<file path="src/rtl/plic_mc_core.sv">
// Platform-level interrupt controller core.
// Level/edge gateways per source, per-target priority arbitration, and an
// AXI4-Lite register slave that handles one transaction at a time, with writes
// taking precedence over reads.
module plic_mc_core #(
    parameter int NUM_SRC = 31,
    parameter int NUM_TGT = 2,
    parameter int PRIO_W  = 3,
    parameter int ADDR_W  = 16
) (
    input  logic                 clk_i,
    input  logic                 rst_i,
    input  logic [NUM_SRC-1:0]   intr_src_i,
    output logic [NUM_TGT-1:0]   irq_o,
    output logic [NUM_TGT*5-1:0] irq_id_o,
    input  logic [ADDR_W-1:0]    s_axi_awaddr,
    input  logic                 s_axi_awvalid,
    output logic                 s_axi_awready,
    input  logic [31:0]          s_axi_wdata,
    input  logic [3:0]           s_axi_wstrb,
    input  logic                 s_axi_wvalid,
    output logic                 s_axi_wready,
    output logic [1:0]           s_axi_bresp,
    output logic                 s_axi_bvalid,
    input  logic                 s_axi_bready,
    input  logic [ADDR_W-1:0]    s_axi_araddr,
    input  logic                 s_axi_arvalid,
    output logic                 s_axi_arready,
    output logic [31:0]          s_axi_rdata,
    output logic [1:0]           s_axi_rresp,
    output logic                 s_axi_rvalid,
    input  logic                 s_axi_rready
);
    localparam logic [2:0] K_NONE = 3'd0, K_PRIO = 3'd1, K_PEND = 3'd2, K_EDGE = 3'd3,
                           K_EN = 3'd4, K_TH = 3'd5, K_CLAIM = 3'd6;

    typedef enum logic [1:0] {S_IDLE, S_WRESP, S_RRESP} state_t;

    // Address decode: returns {kind, index}; index is the source ID or target number.
    function automatic logic [7:0] f_dec(input logic [31:0] a);
        logic [7:0] d;
        d = {K_NONE, 5'd0};
        if (a[31:15] == 17'd0) begin
            if (a[14:7] == 8'd0) begin
                if (a[6:2] != 5'd0 && {27'd0, a[6:2]} <= 32'(NUM_SRC)) d = {K_PRIO, a[6:2]};
            end else if (a[14:2] == 13'h0400) begin
                d = {K_PEND, 5'd0};
            end else if (a[14:2] == 13'h0401) begin
                d = {K_EDGE, 5'd0};
            end else if (a[14:10] == 5'b01000 && a[6:2] == 5'd0) begin
                if ({29'd0, a[9:7]} < 32'(NUM_TGT)) d = {K_EN, 2'b00, a[9:7]};
            end else if (a[14:11] == 4'b1000 && {29'd0, a[10:8]} < 32'(NUM_TGT)) begin
                if (a[7:2] == 6'd0)      d = {K_TH, 2'b00, a[10:8]};
                else if (a[7:2] == 6'd1) d = {K_CLAIM, 2'b00, a[10:8]};
            end
        end
        return d;
    endfunction

    // Byte-lane merge of write data into an existing 32-bit register image.
    function automatic logic [31:0] f_merge(input logic [31:0] old, input logic [31:0] data,
                                            input logic [3:0] strb);
        logic [31:0] m;
        for (int b = 0; b < 4; b++) m[8*b +: 8] = {8{strb[b]}};
        return (old & ~m) | (data & m);
    endfunction

    state_t              r_state, w_state_next;
    logic                w_wr_go, w_rd_go;
    logic [PRIO_W-1:0]   r_prio [NUM_SRC];
    logic [NUM_SRC-1:0]  r_enable [NUM_TGT];
    logic [PRIO_W-1:0]   r_thresh [NUM_TGT];
    logic [NUM_SRC-1:0]  r_edge, r_pending, r_in_flight, r_prev;
    logic [1:0]          r_cnt [NUM_SRC];
    logic [1:0]          w_cnt_next [NUM_SRC];
    logic [NUM_SRC-1:0]  w_pend_next, w_infl_next, w_claim_vec, w_complete_vec, w_edge_clr;
    logic [4:0]          r_irq_id [NUM_TGT];
    logic [4:0]          w_best_id [NUM_TGT];
    logic [NUM_TGT-1:0]  r_irq;
    logic [31:0]         r_rdata, w_rdata, w_wval;
    logic [7:0]          w_wdec, w_rdec;
    logic [2:0]          w_wkind, w_rkind;
    logic [4:0]          w_widx, w_ridx, w_claim_id;

    assign w_wdec  = f_dec(32'(s_axi_awaddr));
    assign w_rdec  = f_dec(32'(s_axi_araddr));
    assign w_wkind = w_wdec[7:5];
    assign w_widx  = w_wdec[4:0];
    assign w_rkind = w_rdec[7:5];
    assign w_ridx  = w_rdec[4:0];
    assign w_wval  = f_merge(32'd0, s_axi_wdata, s_axi_wstrb);

    // Bus FSM state register.
    always_ff @(posedge clk_i) begin
        if (rst_i) r_state <= S_IDLE;
        else       r_state <= w_state_next;
    end

    // Bus FSM next state and handshake strobes; a complete write beats a read.
    always_comb begin
        w_state_next = r_state;
        w_wr_go      = 1'b0;
        w_rd_go      = 1'b0;
        case (r_state)
            S_IDLE: begin
                if (s_axi_awvalid && s_axi_wvalid) begin
                    w_wr_go      = 1'b1;
                    w_state_next = S_WRESP;
                end else if (s_axi_arvalid) begin
                    w_rd_go      = 1'b1;
                    w_state_next = S_RRESP;
                end
            end
            S_WRESP: if (s_axi_bready) w_state_next = S_IDLE;
            S_RRESP: if (s_axi_rready) w_state_next = S_IDLE;
            default: w_state_next = S_IDLE;
        endcase
        if (rst_i) begin
            w_wr_go = 1'b0;
            w_rd_go = 1'b0;
        end
    end

    assign s_axi_awready = w_wr_go;
    assign s_axi_wready  = w_wr_go;
    assign s_axi_arready = w_rd_go;
    assign s_axi_bvalid  = (r_state == S_WRESP);
    assign s_axi_rvalid  = (r_state == S_RRESP);
    assign s_axi_bresp   = 2'b00;
    assign s_axi_rresp   = 2'b00;
    assign s_axi_rdata   = r_rdata;
    assign irq_o         = r_irq;

    // Read data mux plus the ID a claim read would take from its target.
    always_comb begin
        w_rdata    = 32'd0;
        w_claim_id = 5'd0;
        for (int k = 0; k < NUM_SRC; k++)
            if (w_rkind == K_PRIO && w_ridx == 5'(k + 1)) w_rdata[PRIO_W-1:0] = r_prio[k];
        if (w_rkind == K_PEND) w_rdata[NUM_SRC:1] = r_pending;
        if (w_rkind == K_EDGE) w_rdata[NUM_SRC:1] = r_edge;
        for (int t = 0; t < NUM_TGT; t++) begin
            if (w_ridx == 5'(t)) begin
                if (w_rkind == K_EN)    w_rdata[NUM_SRC:1]  = r_enable[t];
                if (w_rkind == K_TH)    w_rdata[PRIO_W-1:0] = r_thresh[t];
                if (w_rkind == K_CLAIM) begin
                    w_rdata[4:0] = r_irq_id[t];
                    w_claim_id   = r_irq_id[t];
                end
            end
        end
    end

    // Read data is captured at the address handshake and held until rready.
    always_ff @(posedge clk_i) begin
        if (rst_i)        r_rdata <= 32'd0;
        else if (w_rd_go) r_rdata <= w_rdata;
    end

    // Software-visible configuration registers.
    always_ff @(posedge clk_i) begin
        if (rst_i) begin
            for (int k = 0; k < NUM_SRC; k++) r_prio[k] <= '0;
            for (int t = 0; t < NUM_TGT; t++) begin
                r_enable[t] <= '0;
                r_thresh[t] <= '0;
            end
            r_edge <= '0;
        end else if (w_wr_go) begin
            for (int k = 0; k < NUM_SRC; k++)
                if (w_wkind == K_PRIO && w_widx == 5'(k + 1))
                    r_prio[k] <= PRIO_W'(f_merge(32'(r_prio[k]), s_axi_wdata, s_axi_wstrb));
            if (w_wkind == K_EDGE)
                r_edge <= NUM_SRC'(f_merge(32'({r_edge, 1'b0}), s_axi_wdata, s_axi_wstrb) >> 1);
            for (int t = 0; t < NUM_TGT; t++) begin
                if (w_wkind == K_EN && w_widx == 5'(t))
                    r_enable[t] <= NUM_SRC'(f_merge(32'({r_enable[t], 1'b0}), s_axi_wdata,
                                                    s_axi_wstrb) >> 1);
                if (w_wkind == K_TH && w_widx == 5'(t))
                    r_thresh[t] <= PRIO_W'(f_merge(32'(r_thresh[t]), s_axi_wdata, s_axi_wstrb));
            end
        end
    end

    genvar gi;
    generate
        for (gi = 0; gi < NUM_SRC; gi++) begin : g_src
            logic w_idle, w_inc, w_dec, w_set;
            assign w_claim_vec[gi]    = w_rd_go && (w_rkind == K_CLAIM) && (w_claim_id == 5'(gi + 1));
            assign w_complete_vec[gi] = w_wr_go && (w_wkind == K_CLAIM) && (w_wval == 32'(gi + 1));
            assign w_edge_clr[gi]     = w_wr_go && (w_wkind == K_EDGE) && s_axi_wstrb[(gi + 1) / 8];
            assign w_idle = !r_pending[gi] && !r_in_flight[gi];
            assign w_inc  = r_edge[gi] && intr_src_i[gi] && !r_prev[gi];
            // A claim hitting this source wins, so the counter is left for later.
            assign w_dec  = r_edge[gi] && (r_cnt[gi] != 2'd0) && w_idle && !w_claim_vec[gi];
            assign w_set  = r_edge[gi] ? w_dec : (intr_src_i[gi] && w_idle);
            assign w_pend_next[gi] = w_claim_vec[gi] ? 1'b0 : (w_set ? 1'b1 : r_pending[gi]);
            assign w_infl_next[gi] = w_claim_vec[gi] ? 1'b1 :
                                     (w_complete_vec[gi] ? 1'b0 : r_in_flight[gi]);
            assign w_cnt_next[gi]  = w_edge_clr[gi]     ? 2'd0 :
                                     (w_inc && !w_dec)  ? ((r_cnt[gi] == 2'd3) ? 2'd3 : r_cnt[gi] + 2'd1) :
                                     (w_dec && !w_inc)  ? r_cnt[gi] - 2'd1 : r_cnt[gi];
        end

        for (gi = 0; gi < NUM_TGT; gi++) begin : g_tgt
            logic [4:0]        w_id;
            logic [PRIO_W-1:0] w_p;
            // Highest priority wins; strict compare in ascending ID order keeps ties on the lowest ID.
            always_comb begin
                w_id = 5'd0;
                w_p  = '0;
                for (int k = 0; k < NUM_SRC; k++) begin
                    if (r_pending[k] && r_enable[gi][k] && (r_prio[k] > r_thresh[gi]) && (r_prio[k] > w_p)) begin
                        w_id = 5'(k + 1);
                        w_p  = r_prio[k];
                    end
                end
            end
            assign w_best_id[gi]        = w_id;
            assign irq_id_o[5*gi +: 5]  = r_irq_id[gi];
        end
    endgenerate

    // Gateway state: pending, in-flight, edge counters and edge-detect samples.
    always_ff @(posedge clk_i) begin
        if (rst_i) begin
            r_pending   <= '0;
            r_in_flight <= '0;
            r_prev      <= '0;
            for (int k = 0; k < NUM_SRC; k++) r_cnt[k] <= 2'd0;
        end else begin
            r_pending   <= w_pend_next;
            r_in_flight <= w_infl_next;
            r_prev      <= intr_src_i;
            for (int k = 0; k < NUM_SRC; k++) r_cnt[k] <= w_cnt_next[k];
        end
    end

    // Registered per-target best ID and request.
    always_ff @(posedge clk_i) begin
        for (int t = 0; t < NUM_TGT; t++) begin
            if (rst_i) begin
                r_irq_id[t] <= 5'd0;
                r_irq[t]    <= 1'b0;
            end else begin
                r_irq_id[t] <= w_best_id[t];
                r_irq[t]    <= (w_best_id[t] != 5'd0);
            end
        end
    end
endmodule

</file>
<file path="config.mk">
export PLATFORM = sky130hd
export DESIGN_NAME = plic_mc_core
export DESIGN_NICKNAME = d
export VERILOG_FILES = /design/src/rtl/plic_mc_core.sv
export SDC_FILE = /design/constraint.sdc
export NUM_CORES = 2
export LEC_CHECK = 0
export BUFFER_PORTS_ARGS = -buffer_cell sky130_fd_sc_hd__clkbuf_2
export CORE_MARGIN = 8
export CORE_UTILIZATION = 64
export DETAILED_ROUTE_END_ITERATION = 6
export PLACE_DENSITY = 0.89
export RECOVER_POWER = 100
export SYNTH_ARGS = -nofsm -noshare
export SYNTH_HDL_FRONTEND = slang
export SYNTH_SLANG_ARGS = --single-unit
</file>
<file path="constraint.sdc">
create_clock -name clk_i -period 52.1 [get_ports clk_i]
set_input_delay 0 -clock clk_i [delete_from_list [all_inputs] [get_ports clk_i]]
set_output_delay 0 -clock clk_i [all_outputs]
set_load 0.02 [all_outputs]
</file>
Yosys cells after proc, flatten, opt, wreduce, memory -nomap -nowiden
Memory sizes are Yosys's and may differ from the RTL's.
Cells that the tools add are included.

storage, ports and cells
  memories kept = 5
  register bits = 160
  word-level logic and storage cells = 2110
  memory bits (writable) = 233
  input port bits = 106

memory list
  name      words  width  rd ports  clocked after memory_dff  wr ports  line  text
  r_prio    31     3      31        0                         31        70    logic [PRIO_W-1:0] r_prio [NUM_SRC];
  r_cnt     31     2      31        0                         31        74    logic [1:0] r_cnt [NUM_SRC];
  r_enable  2      31     2         0                         2         71    logic [NUM_SRC-1:0] r_enable [NUM_TGT];
  r_irq_id  2      5      2         0                         2         77    logic [4:0] r_irq_id [NUM_TGT];
  r_thresh  2      3      2         0                         2         72    logic [PRIO_W-1:0] r_thresh [NUM_TGT];

cells by class
  equality and inequality tests = 181
  magnitude comparators = 127
  reductions and logical operators = 899
  multiplexer cells = 627
  add/subtract/negate cells = 62
  bitwise operators = 142

operator list
  operator                                        count
  logical AND 1 bit                               605
  == test 32 x 5 -> 1 bit, second input constant  16
  2-to-1 mux 3 bit                                126
  > comparator 3 bit                              122
  2-to-1 mux 5 bit                                68
  2-to-1 mux 2 bit                                159
  == test 32 x 4 -> 1 bit, second input constant  8
  2-to-1 mux 1 bit                                245
  == test 5 bit, second input constant            48
  zero test 1 bit                                 186
  2-to-1 mux 31 bit                               6
  2-to-1 mux 8 bit                                18
  == test 5 x 4 -> 1 bit, second input constant   26
  AND 32 bit                                      4
  == test 32 x 3 -> 1 bit, second input constant  4
  nonzero test 2 bit                              62
  AND 3 bit                                       33
  OR 3 bit                                        33
  OR 32 bit                                       3
  OR 1 bit                                        68
  == test 2 bit, second input constant            32
  == test 32 x 2 -> 1 bit, second input constant  2
  2-to-1 mux 32 bit                               2
  adder 2 x 1 -> 2 bit, second input constant     31
  other kinds (27)                                131

Logic depth before layout (Yosys ltp)
An unclocked memory read counts as a cell.

  depth in word-level cells = 96
  depth in mapped cells = 209

Least setup slack after synthesis
OpenSTA, ideal clock, no wires.

  path type = reg2reg
  from = memory r_thresh[1][1] (netlist: r_thresh[0][4])
  to = register r_irq[1] (netlist: irq_o[1])
  setup time = 0.134 ns
  buffers on the path = 0
  stages on the path, launching flop included = 202
  data arrival time = 40.789 ns
  data required time = 51.966 ns
  slack = 11.176 ns
  path through = edfxtp_1 > inv_1 > ha_1 > nor2b_1 > o311ai_2 > nor3_1 > ha_1 > nand3_1 > and4_4 > a2111o_1 > and2_1 > ha_1 > and3_1 > a211o_1 > nor2_1 > a21oi_1 > ha_1 > nor2_1 > [... 166 more ...] > o21ai_0 > o31a_1 > o21ai_2 > mux2_2 > ha_1 > nand3_1 > nand4_1 > nor3_1 > mux2_2 > ha_1 > nor2b_1 > o21a_1 > o221ai_1 > nor2b_1 > and3_1 > nand3_1 > a2111oi_0 > o211ai_1

RTL lines
  item                             line  text
  from (decl)                      72
  to (signal, indexed assignment)  247   r_irq[t] <= (w_best_id[t] != 5'd0);
  to (decl)                        79    logic [NUM_TGT-1:0] r_irq;

==> impl_metrics.yaml <==
run_status:
  status: "finished, violations left"
  violations: "max-capacitance violations, max-slew violations"
pwr:
  power_mw: 0.864
  peakVddDrop_mv: 0.0266
  powerDensity_mw_per_mm2: 23.5
  p_leak_nw: 14.8
final_layout:
  drive_gt1_share_pct: 7.01
  syn2layout_area_growth_pct: 10.4
  nets: 4811
  stdcell_area_mm2: 0.0368
  post-route-util_pct: 71.6
  instances_no_fill: 5035
setup_path:
  crit_slowest_cell: "a2111oi_0"
  slowest_delay_ps: 800
  worst-setup-path-type: "flop to flop"
  crit_fanout: 7
  path_common_cell: "nor2_1"
  end_kind: "flop"
  critPathArrivalTime_ps: 47880
  cp.required_ps: 52340
  r2r_setup_slack_ps: 4460
  start_kind: "flop"
timing:
  setup_ws_ps: 4460
  hold_violations: 0
  hold_slack_ps: 95.6
  fin_crit_sh_pct: 91.4
  max_freq_mhz: 21.0
  worst_clock_skew_ps: 24.2
  slew_violations: 491
  fin_tns_setup_ps: 0
  worst_pin_slew_ps: 5970
  timing.slew.headroom_pct: -298
  rsz0062_at_grt: "false"
  fin_crit_ps: 47640
  finalSetupViolCount: 0
routing:
  drt_iter0_markers: 4944
  drt_wl_total_mm: 119
  viasPerCell: 6.99
  drc: 0
  drtAntennaViolNets: 0
  drtPass1Iterations: 7
  wl_per_cell_um: 23.6
  vias: 35200
yosys:
  synth.area.top_cells: "ha_1, edfxtp_1, dfxtp_1, a21oi_1, nand2_1"
  ys_warn_count: 0
  synth-compound-area-share_pct: 25.8
  synth-simple-area-share_pct: 23.2
  synth_common_cells: "nand2_1, a21oi_1, nor2_1"
  async_flop_share_pct: 0
  yosysUniqueCellTypes: 108
  synth_top_area_share_pct: 14.6
  ys_ff_latch: 393
  synth_edf_count: 161
  synth-seq-area-share_pct: 28.4
  synth_top_family_by_area: "compound AO/OA/AOI/OAI gates"
  synth.avg_cell_area_um2: 8.01
  netlist_instances: 4161
  synth_top_area_cell: "ha_1"
  synth_area_mm2: 0.0333
  muxShareOfSynthArea_pct: 2.74
  synth_adder_area_share_pct: 15.3
  synth.most_common_cell: "nand2_1"
  synth_top_flop_cell: "dfxtp_1"
  post_synth_xor_area_fraction_pct: 0
clock_network:
  numClockSinks: 393
  clk_latency_ps: 610
  clockBufferDepth: 3
  cts_tree: "done"
  cts_resized: 0
  htreeDepth: 2
  clk_pin_slew_ps: 70
  numCtsBuffers: 43
  clockRootBuffer: "clkbuf_16"
placement:
  gp_congestion: 1.01
  dpl_cell_area_mm2: 0.0347
  place_hpwl_mm: 82.3
  dp_cells: 4866
  dp_slack_ps: 6980
  numPortBuffers: 150
global_route:
  grt_max_degree: 121
  grt_pass1_vias: 32800
  grt_pass1_wl_mm: 181
  overflow: 0
  grt_usage_pct: 37.6
  antenna_found_initial: 7
run:
  cap_violations: 10
min_path:
  hold_class: "primary input to flop"
die:
  io_pins: 159
  start_util_pct: 64.8
  dieArea_mm2: 0.0596
  rows: 83
  die_x_um: 244
  core-area_mm2: 0.0514
  die_y_um: 244
worst max-delay path: cells and delay by family (launching register included):
kind,cells,cell delay [ps]
adder cells (fa/ha/maj),50,15080
AO/OA/AOI/OAI,69,17250
buffers and inverters,4,280
multiplexers,12,4150
AND/OR/NAND/NOR,67,10000
flip-flops,1,480
cell usage in the layout (no fill, tap or decap), types with 14 or more instances in the layout:
cell	synthesis	layout
a211o_1	14	14
a211oi_1	135	138
a21boi_0	13	15
a21o_1	87	87
a21oi_1	398	397
a221oi_1	32	33
a22oi_1	29	29
a311oi_1	41	41
a31oi_1	44	44
and2_1	59	58
and3_1	77	77
buf_4	6	25
clkbuf_1	140	67
clkbuf_16	0	44
clkbuf_2	0	100
dfxtp_1	232	232
dlygate4sd3_1	0	86
edfxtp_1	161	161
ha_1	388	388
inv_1	224	225
maj3_1	20	20
mux2_2	23	23
mux2i_1	51	51
nand2_1	488	486
nand2b_1	115	115
nand3_1	102	102
nand3b_1	14	14
nand4_1	23	23
nor2_1	392	392
nor2b_1	112	110
nor3_1	55	51
nor4_1	23	23
nor4b_1	35	34
o211ai_1	24	24
o21a_1	40	40
o21ai_0	231	230
o21ai_1	15	15
o31ai_1	24	24
or2_2	23	23
area by class of cell:
cell class	instances	area [µm²]
diodes	5	12.5
inverters	225	845
multi-input cells	3381	22400
clock inverters	24	253
flip-flops and latches	393	9480
clock buffers	54	1180
well taps	680	851
fillers	3768	14600
repair buffers	273	1780
path summary, 6_finish.rpt:
| check | startpoint | to | cells past startpoint |
|---|---|---|---|
| worst max-delay path | r_prio[0][1]$_SDFFCE_PN0P_ | irq_o[1]$_SDFF_PP0_ | 202 |
| worst min-delay path | s_axi_wstrb[2] | r_enable[0][16]$_SDFFCE_PN0P_ | 3 |
| worst max register to register | r_prio[0][1]$_SDFFCE_PN0P_ | irq_o[1]$_SDFF_PP0_ | 202 |
| worst min register to register | r_cnt[0][13]$_SDFFE_PP0P_ | r_cnt[0][13]$_SDFFE_PP0P_ | 2 |
what timing repair did:
action | 4_1_cts | 5_1_grt
hold buffers | 86 | 0
buffers inserted | 0 | 0
endpoints found under the hold margin | 170 | 0
registers in the layout, indices dropped and copies added, names as in the netlist, named ones only:
| register | cells |
|---|---|
| r_prev | 31 |
| irq_o | 2 |
| r_cnt | 62 |
| r_prio | 93 |
| r_state | 2 |
| r_irq_id | 10 |
| s_axi_rdata | 32 |
| r_in_flight | 31 |
| r_thresh | 6 |
| r_pending | 31 |
| r_enable | 62 |
report_power, final:
group	internal, mW	switching, mW
clock	0.177	0.143
sequential	0.333	0.0224
combinational	0.0724	0.117
total	0.582	0.282
logic make-up after synthesis:
logic type               Yosys count
AND/OR/NAND/NOR                 1581
AO/OA/AOI/OAI                   1303
adder cells (fa/ha/maj)          412
flip-flops                       393
buffers and inverters            390
multiplexers                      81
other                              1
per-layer routing:
layer	wire [µm]	vias up	part of all wire, %	GRT usage, %
met4	7330	4	6.2	20.1
met2	50100	2719	42	57.2
met5	22	-	0.019	0
met3	17500	595	15	11.2
met1	43900	16200	37	47.6
li1	-	15700	-	-
(Power assumes the default switching activity.)
